--- config.mk ---
export PLATFORM = sky130hd
export DESIGN_NAME = irq_arbiter
export DESIGN_NICKNAME = d
export VERILOG_FILES = /design/src/rtl/irq_pkg.sv /design/src/rtl/irq_prio_select.sv /design/src/rtl/irq_arbiter.sv
export SDC_FILE = /design/constraint.sdc
export NUM_CORES = 1
export LEC_CHECK = 0
export CORE_ASPECT_RATIO = 1.1
export CORE_MARGIN = 1.5
export CORE_UTILIZATION = 38
export CTS_CLUSTER_DIAMETER = 80
export CTS_CLUSTER_SIZE = 20
export DETAILED_ROUTE_END_ITERATION = 8
export PLACE_DENSITY = 0.74
export SLEW_MARGIN = 30
export SYNTH_ARGS = -nofsm -noshare
export SYNTH_HDL_FRONTEND = slang
export SYNTH_SLANG_ARGS = --single-unit
--- constraint.sdc ---
create_clock -name pclk_i -period 3.91 [get_ports pclk_i]
set_input_delay 1.173 -clock pclk_i [delete_from_list [all_inputs] [get_ports pclk_i]]
set_output_delay 1.173 -clock pclk_i [all_outputs]
set_load 0.01 [all_outputs]
--- src/rtl/irq_pkg.sv ---
// Shared definitions for the interrupt arbiter: source count, APB register
// offsets and the arbitration FSM state encoding.
package irq_pkg;

    localparam int NUM_IRQ = 4;

    localparam logic [31:0] ADDR_MASK     = 32'h0000_0000;
    localparam logic [31:0] ADDR_PRIO     = 32'h0000_0004;
    localparam logic [31:0] ADDR_CTRL     = 32'h0000_0008;
    localparam logic [31:0] ADDR_STATUS   = 32'h0000_000C;
    localparam logic [31:0] ADDR_PEND_CLR = 32'h0000_0010;

    typedef enum logic [1:0] {
        ST_IDLE = 2'd0,
        ST_ARB  = 2'd1,
        ST_REQ  = 2'd2,
        ST_SVC  = 2'd3
    } state_e;

endpackage

--- src/rtl/irq_prio_select.sv ---
// Combinational winner selection for the interrupt arbiter.
// Ports:
//   eligible_i : sources that may be granted this cycle
//   prio_i     : 2-bit priority per source (source n at [2n+1:2n], 3 = highest)
//   last_id_i  : search starts at last_id_i + 1 (pass 3 for a fixed
//                lowest-index tie-break)
//   valid_o    : at least one source is eligible
//   id_o       : winning source
module irq_prio_select
    import irq_pkg::*;
(
    input  logic [NUM_IRQ-1:0]   eligible_i,
    input  logic [2*NUM_IRQ-1:0] prio_i,
    input  logic [1:0]           last_id_i,
    output logic                 valid_o,
    output logic [1:0]           id_o
);

    logic [1:0] idx;
    logic [1:0] best;

    // Strict '>' keeps the first candidate found in search order on a tie.
    always_comb begin
        valid_o = 1'b0;
        id_o    = 2'd0;
        best    = 2'd0;
        idx     = 2'd0;
        for (int k = 0; k < NUM_IRQ; k++) begin
            idx = last_id_i + 2'd1 + 2'(k);
            if (eligible_i[idx] && (!valid_o || (prio_i[{idx, 1'b0} +: 2] > best))) begin
                valid_o = 1'b1;
                id_o    = idx;
                best    = prio_i[{idx, 1'b0} +: 2];
            end
        end
    end

endmodule

--- src/rtl/irq_arbiter.sv ---
// Four-source interrupt arbiter with an APB register interface.
// Optional feature macro: IRQ_ARB_ROUND_ROBIN_EN (round-robin tie-break
// among equal priorities; default build uses lowest-index tie-break).
// Ports:
//   pclk_i, rst_i                 : clock, asynchronous active-high reset
//   psel_i/penable_i/pwrite_i     : APB control
//   paddr_i/pwdata_i/prdata_o     : APB address / write data / read data
//   pready_o (tied 1), pslverr_o  : APB response (error on unmapped address)
//   irq_req_i[3:0]                : level requests
//   irq_o, irq_id_o               : interrupt to CPU and granted source
//   irq_ack_i, irq_eoi_i          : CPU acknowledge / end-of-interrupt pulses
module irq_arbiter
    import irq_pkg::*;
#(
    parameter int ACK_TIMEOUT = 255
) (
    input  logic        pclk_i,
    input  logic        rst_i,
    input  logic        psel_i,
    input  logic        penable_i,
    input  logic        pwrite_i,
    input  logic [31:0] paddr_i,
    input  logic [31:0] pwdata_i,
    output logic [31:0] prdata_o,
    output logic        pready_o,
    output logic        pslverr_o,
    input  logic [3:0]  irq_req_i,
    output logic        irq_o,
    output logic [1:0]  irq_id_o,
    input  logic        irq_ack_i,
    input  logic        irq_eoi_i
);

    state_e     state_q, state_d;
    logic [3:0] mask_q, mask_d;
    logic [7:0] prio_q, prio_d;
    logic       ctrl_q, ctrl_d;
    logic [3:0] pend_q, pend_d;
    logic [3:0] insvc_q, insvc_d;
    logic [1:0] irq_id_q, irq_id_d;
    logic [7:0] tcnt_q, tcnt_d;

    logic        wr_en;
    logic        mapped;
    logic [31:0] rd_data;
    logic [3:0]  pend_clr;
    logic [3:0]  eligible;
    logic [3:0]  id_onehot;
    logic [3:0]  ack_mask;
    logic [3:0]  eoi_mask;
    logic        ack_take;
    logic        eoi_take;
    logic        grant;
    logic        timeout_hit;
    logic        win_valid;
    logic [1:0]  win_id;
    logic [1:0]  sel_last;
    logic        unused_wdata;

    assign unused_wdata = ^pwdata_i[31:8];

    assign wr_en     = psel_i & penable_i & pwrite_i;
    assign eligible  = ctrl_q ? (pend_q & mask_q & ~insvc_q) : 4'd0;
    assign id_onehot = 4'b0001 << irq_id_q;
    assign ack_mask  = ack_take ? id_onehot : 4'd0;
    assign eoi_mask  = eoi_take ? id_onehot : 4'd0;
    // The cycle that sees tcnt_q == ACK_TIMEOUT-1 is the last one with irq_o high.
    assign timeout_hit = (int'(tcnt_q) + 1) >= ACK_TIMEOUT;

`ifdef IRQ_ARB_ROUND_ROBIN_EN
    logic [1:0] last_id_q, last_id_d;

    assign last_id_d = grant ? win_id : last_id_q;
    assign sel_last  = last_id_q;

    always_ff @(posedge pclk_i or posedge rst_i) begin
        if (rst_i) begin
            last_id_q <= 2'd3;
        end else begin
            last_id_q <= last_id_d;
        end
    end
`else
    // Searching from last_id + 1 = 0 gives the fixed lowest-index tie-break.
    assign sel_last = 2'd3;
`endif

    irq_prio_select u_sel (
        .eligible_i (eligible),
        .prio_i     (prio_q),
        .last_id_i  (sel_last),
        .valid_o    (win_valid),
        .id_o       (win_id)
    );

    // APB read path and address decode.
    always_comb begin
        mapped  = 1'b1;
        rd_data = 32'd0;
        case (paddr_i)
            ADDR_MASK:     rd_data = {28'd0, mask_q};
            ADDR_PRIO:     rd_data = {24'd0, prio_q};
            ADDR_CTRL:     rd_data = {31'd0, ctrl_q};
            ADDR_STATUS:   rd_data = {16'd0, tcnt_q, insvc_q, pend_q};
            ADDR_PEND_CLR: rd_data = 32'd0;
            default:       mapped  = 1'b0;
        endcase
    end

    assign prdata_o  = (psel_i & ~pwrite_i) ? rd_data : 32'd0;
    assign pslverr_o = psel_i & penable_i & ~mapped;
    assign pready_o  = 1'b1;

    // Register writes; a new request wins over any clear in the same cycle.
    always_comb begin
        mask_d   = mask_q;
        prio_d   = prio_q;
        ctrl_d   = ctrl_q;
        pend_clr = 4'd0;
        if (wr_en) begin
            case (paddr_i)
                ADDR_MASK:     mask_d   = pwdata_i[3:0];
                ADDR_PRIO:     prio_d   = pwdata_i[7:0];
                ADDR_CTRL:     ctrl_d   = pwdata_i[0];
                ADDR_PEND_CLR: pend_clr = pwdata_i[3:0];
                default:       ;
            endcase
        end
        pend_d  = (pend_q & ~(pend_clr | eoi_mask)) | irq_req_i;
        insvc_d = (insvc_q & ~eoi_mask) | ack_mask;
    end

    // Arbitration FSM; the timeout counter only runs while in REQ and reads 0 elsewhere.
    always_comb begin
        state_d  = state_q;
        irq_id_d = irq_id_q;
        tcnt_d   = tcnt_q;
        ack_take = 1'b0;
        eoi_take = 1'b0;
        grant    = 1'b0;
        case (state_q)
            ST_IDLE: begin
                if (|eligible) state_d = ST_ARB;
            end
            ST_ARB: begin
                tcnt_d = 8'd0;
                if (win_valid) begin
                    state_d  = ST_REQ;
                    irq_id_d = win_id;
                    grant    = 1'b1;
                end else begin
                    state_d = ST_IDLE;
                end
            end
            ST_REQ: begin
                if (!ctrl_q) begin
                    state_d = ST_IDLE;
                    tcnt_d  = 8'd0;
                end else if (irq_ack_i) begin
                    state_d  = ST_SVC;
                    ack_take = 1'b1;
                    tcnt_d   = 8'd0;
                end else if (timeout_hit) begin
                    state_d = ST_IDLE;
                    tcnt_d  = 8'd0;
                end else if (tcnt_q != 8'hFF) begin
                    tcnt_d = tcnt_q + 8'd1;
                end
            end
            ST_SVC: begin
                if (irq_eoi_i) begin
                    state_d  = ST_IDLE;
                    eoi_take = 1'b1;
                end
            end
            default: state_d = ST_IDLE;
        endcase
    end

    always_ff @(posedge pclk_i or posedge rst_i) begin
        if (rst_i) begin
            state_q  <= ST_IDLE;
            mask_q   <= 4'd0;
            prio_q   <= 8'd0;
            ctrl_q   <= 1'b0;
            pend_q   <= 4'd0;
            insvc_q  <= 4'd0;
            irq_id_q <= 2'd0;
            tcnt_q   <= 8'd0;
        end else begin
            state_q  <= state_d;
            mask_q   <= mask_d;
            prio_q   <= prio_d;
            ctrl_q   <= ctrl_d;
            pend_q   <= pend_d;
            insvc_q  <= insvc_d;
            irq_id_q <= irq_id_d;
            tcnt_q   <= tcnt_d;
        end
    end

    assign irq_o    = (state_q == ST_REQ);
    assign irq_id_o = irq_id_q;

endmodule

==> flow_metrics.py <==
metrics = {
    "setup_path": {
        "crit_buf_inv": 2,
        "cp-end-kind": "output port",
        "slowest_delay_ns": 0.43,
        "worstPathRequired_ns": 2.74,
        "critical_path.max_fanout": 4,
        "critPathSlowestCell": "or3b_4",
        "r2r_slack_ns": 0.12,
        "rr_endpoint": "irq_id_o[0]",
        "r2r.worst_path.cells": 18,
        "cp-start-kind": "input pin",
        "crit_family": "simple AND/OR/NAND/NOR gates",
        "reg2reg_from": "insvc_q[0]",
        "crit_type": "in -> out",
        "path_cells": "buf_6 > nor4_4 > nand4_1 > or2_4 > or3b_4 > nor2_2 > buf_2",
        "cp.arrival_ns": 2.73,
    },
    "final_layout": {
        "area.growth.synth_to_final_pct": 50.4,
        "num_antenna_cells": 0,
        "fillers": 517,
        "final_nets": 450,
        "seq_area_sq_um": 826,
        "post_route_cells_drive_above_1_share": 0.369,
        "multi_input_area_sq_um": 1640,
    },
    "global_routing": {
        "gr-total-overflow": 0,
        "grt_max_degree": 22,
        "track_usage": 0.207,
        "antenna_found_initial": 0,
        "grt_pass1_vias": 2328,
        "grt_pass1_wl_um": 10800,
    },
    "synth": {
        "ys_top_cells_by_count": "33 x dfrtp_1, 20 x mux2_2, 18 x nand2_1, 17 x buf_4, 14 x nor2_1",
        "yosysSeqAreaShare": 0.346,
        "synthArstFlopShare": 1.00,
        "ys_ff_latch": 33,
        "synth_top_area_share": 0.346,
        "syn_area_sq_um": 2380,
        "synth_top_cell_by_area": "dfrtp_1",
        "yosys_warnings": 0,
        "syn_inst": 254,
        "synth.most_common_cell": "dfrtp_1",
        "avgSynthCellArea_sq_um": 9.38,
        "synth_ff_type": "dfrtp_1",
        "synth_edf_count": 0,
        "synth.distinct_cells": 50,
        "synthTopCellsByArea": "dfrtp_1 35%, mux2_2 9.4%, ha_1 6.8%",
    },
    "hold_path": {
        "min_path_cells": 2,
        "min_path_type": "reg -> reg",
        "hold_end": "insvc_q[3]",
        "hp-start": "insvc_q[3]",
    },
    "pwr": {
        "ir_worst_vdd_uv": 117,
        "leakage_nw": 1.68,
        "power_density_nw_per_um2": 201,
        "fin_total_pwr_w": 0.000719,
    },
    "routing": {
        "dr_wl_met3_um": 493,
        "drc": 0,
        "wirelength_um": 7180,
        "drt_iter0_drc": 162,
        "vias": 2382,
        "vias_per_cell": 5.38,
        "postRouteAntennaNets": 0,
        "drtPass1Iterations": 4,
        "wl_met1_um": 2800,
        "post_drt_wl_per_cell_um": 16.2,
        "routed.top_layer": "met4",
        "met2_length_um": 3740,
    },
    "clocking": {
        "htreeDepth": 2,
        "root_buffer": "clkbuf_8",
        "clk_latency_ns": 0.28,
        "clk_pin_slew_ns": 0.07,
        "cts_buffers": 5,
        "clock_path_buffers": 2,
        "cts_sinks": 33,
        "cts_tree": "done",
    },
    "outcome": {
        "outcome": "complete, no violations",
    },
    "die": {
        "ios": 112,
        "dieArea_sq_um": 6760,
        "num_rows": 30,
        "fp.dieW_um": 78.5,
        "fp.dieH_um": 86.1,
        "initial_core_util": 0.390,
        "coreArea_sq_um": 6120,
    },
    "sta": {
        "fin_crit_ns": 3.90,
        "fmax_mhz": 256,
        "setup_ws_ns": 0.0102,
        "relSlewSlack": 0.456,
        "tightest_slew_ns": 0.815,
        "setup_violations": 0,
        "period_share": 0.997,
        "slew_violations": 0,
        "finalHoldViolations": 0,
        "grt_setup_unrepaired": "yes",
        "fin_worst_skew_ns": 0.00636,
    },
    "place": {
        "port_buffers": 70,
        "pre_cts_slack_ns": -0.884,
        "hpwl_um": 5130,
        "place_congestion": 0.863,
    },
    "run": {
        "drv_cap": 0,
    },
}
repair_timing:
item,CTS,global route
buffers inserted,10,5
endpoints found under the setup margin,19,19
resized for setup,120,59
pin swaps,26,17
hold buffers,0,0
how the worst max path moves through the flow:
| stage | start | end | slack [ns] | depth (start not counted) |
|---|---|---|---|---|
| 2_1_floorplan | ctrl_q | irq_id_o[1] | 0.001 | 18 |
| 3_3_place_gp | paddr_i[9] | prdata_o[6] | -0.81 | 7 |
| 3_5_place_dp | paddr_i[24] | prdata_o[4] | -0.88 | 7 |
| 4_1_cts | paddr_i[30] | prdata_o[4] | 0.003 | 7 |
| 5_1_grt | paddr_i[14] | prdata_o[7] | -0.09 | 7 |
| 6_report | paddr_i[14] | prdata_o[4] | 0.01 | 7 |
layout make-up:
type                            count  share of cell area
Multi-Input combinational cell    199               0.458
Timing Repair Buffer              110               0.242
Tap cell                           80              0.0279
Clock buffer                        7              0.0269
Clock inverter                      1             0.00140
Sequential cell                    33               0.230
Inverter                           13              0.0136
per-stage QoR:
stage / cell area (sq um) / TNS (ns) / util / instances / hold slack, ns
4_1_cts: 3450 / 0 / 0.564 / 438 / 0.522
5_1_grt: 3580 / -0.315 / 0.586 / 443 / 0.557
2_1_floorplan: 2440 / 0 / - / 269 / 0.461
6_report: 3580 / 0 / 0.586 / 443 / 0.514
3_5_place_dp: 3280 / -12.06 / 0.536 / 421 / 0.508
3_3_place_gp: 3280 / -11.66 / 0.536 / 421 / 0.505
layout by cell type, fill, tap and decap left out, types with 5 or more instances in the layout:
cell type	n
and2_1	5
buf_2	21
buf_4	39
buf_6	5
clkbuf_2	7
clkbuf_8	7
clkdlybuf4s15_1	7
clkdlybuf4s50_1	24
conb_1	17
dfrtp_1	33
dlygate4sd2_1	5
ha_1	8
ha_4	5
inv_1	13
mux2_2	16
mux2i_1	6
nand2_1	17
nand3_1	13
nand4b_1	5
nor2_1	13
nor2b_1	7
nor4_4	5
o21ai_0	11
tightest hold or removal path, delay by kind of cell (launching register included):
kind             cells  cell delay, ns
AND/OR/NAND/NOR      1            0.05
AO/OA/AOI/OAI        1            0.06
flip-flops           1            0.37
where the power goes:
| group | internal (W) | total (W) | switching, W |
|---|---|---|---|
| clock network | 0.000159 | 0.000283 | 0.000124 |
| registers | 0.000341 | 0.000341 | 0.000000000000289 |
| logic | 0.0000496 | 0.0000949 | 0.0000452 |
per-layer routing:
layer  vias to the layer above  global-route usage
li1                       1103                   -
met2                       110               0.379
met3                        13              0.0500
met1                      1156               0.226
met4                         0              0.0877
met5                         -                   0
kinds of logic (layout without fill, tap and decap cells):
kind of cell	after synthesis	count (layout)	share of synthesized area
xor gates and xnor gates	2	2	0.00735
other	2	17	0.00315
and+or+nand+nor	97	97	0.237
AOI/OAI and AO/OA	43	43	0.123
DFF	33	33	0.346
buffers and inverters	37	131	0.0856
muxes	27	27	0.129
adders and majority gates	13	13	0.0682
registers in the layout (all words and copies together) (netlist names):
| register | count |
|---|---|
| insvc_q | 4 |
| state_q | 2 |
| tcnt_q | 8 |
| ctrl_q | 1 |
| prio_q | 8 |
| mask_q | 4 |
| irq_id_o | 2 |
| pend_q | 4 |
No activity file was read; power rests on OpenSTA's default activity.
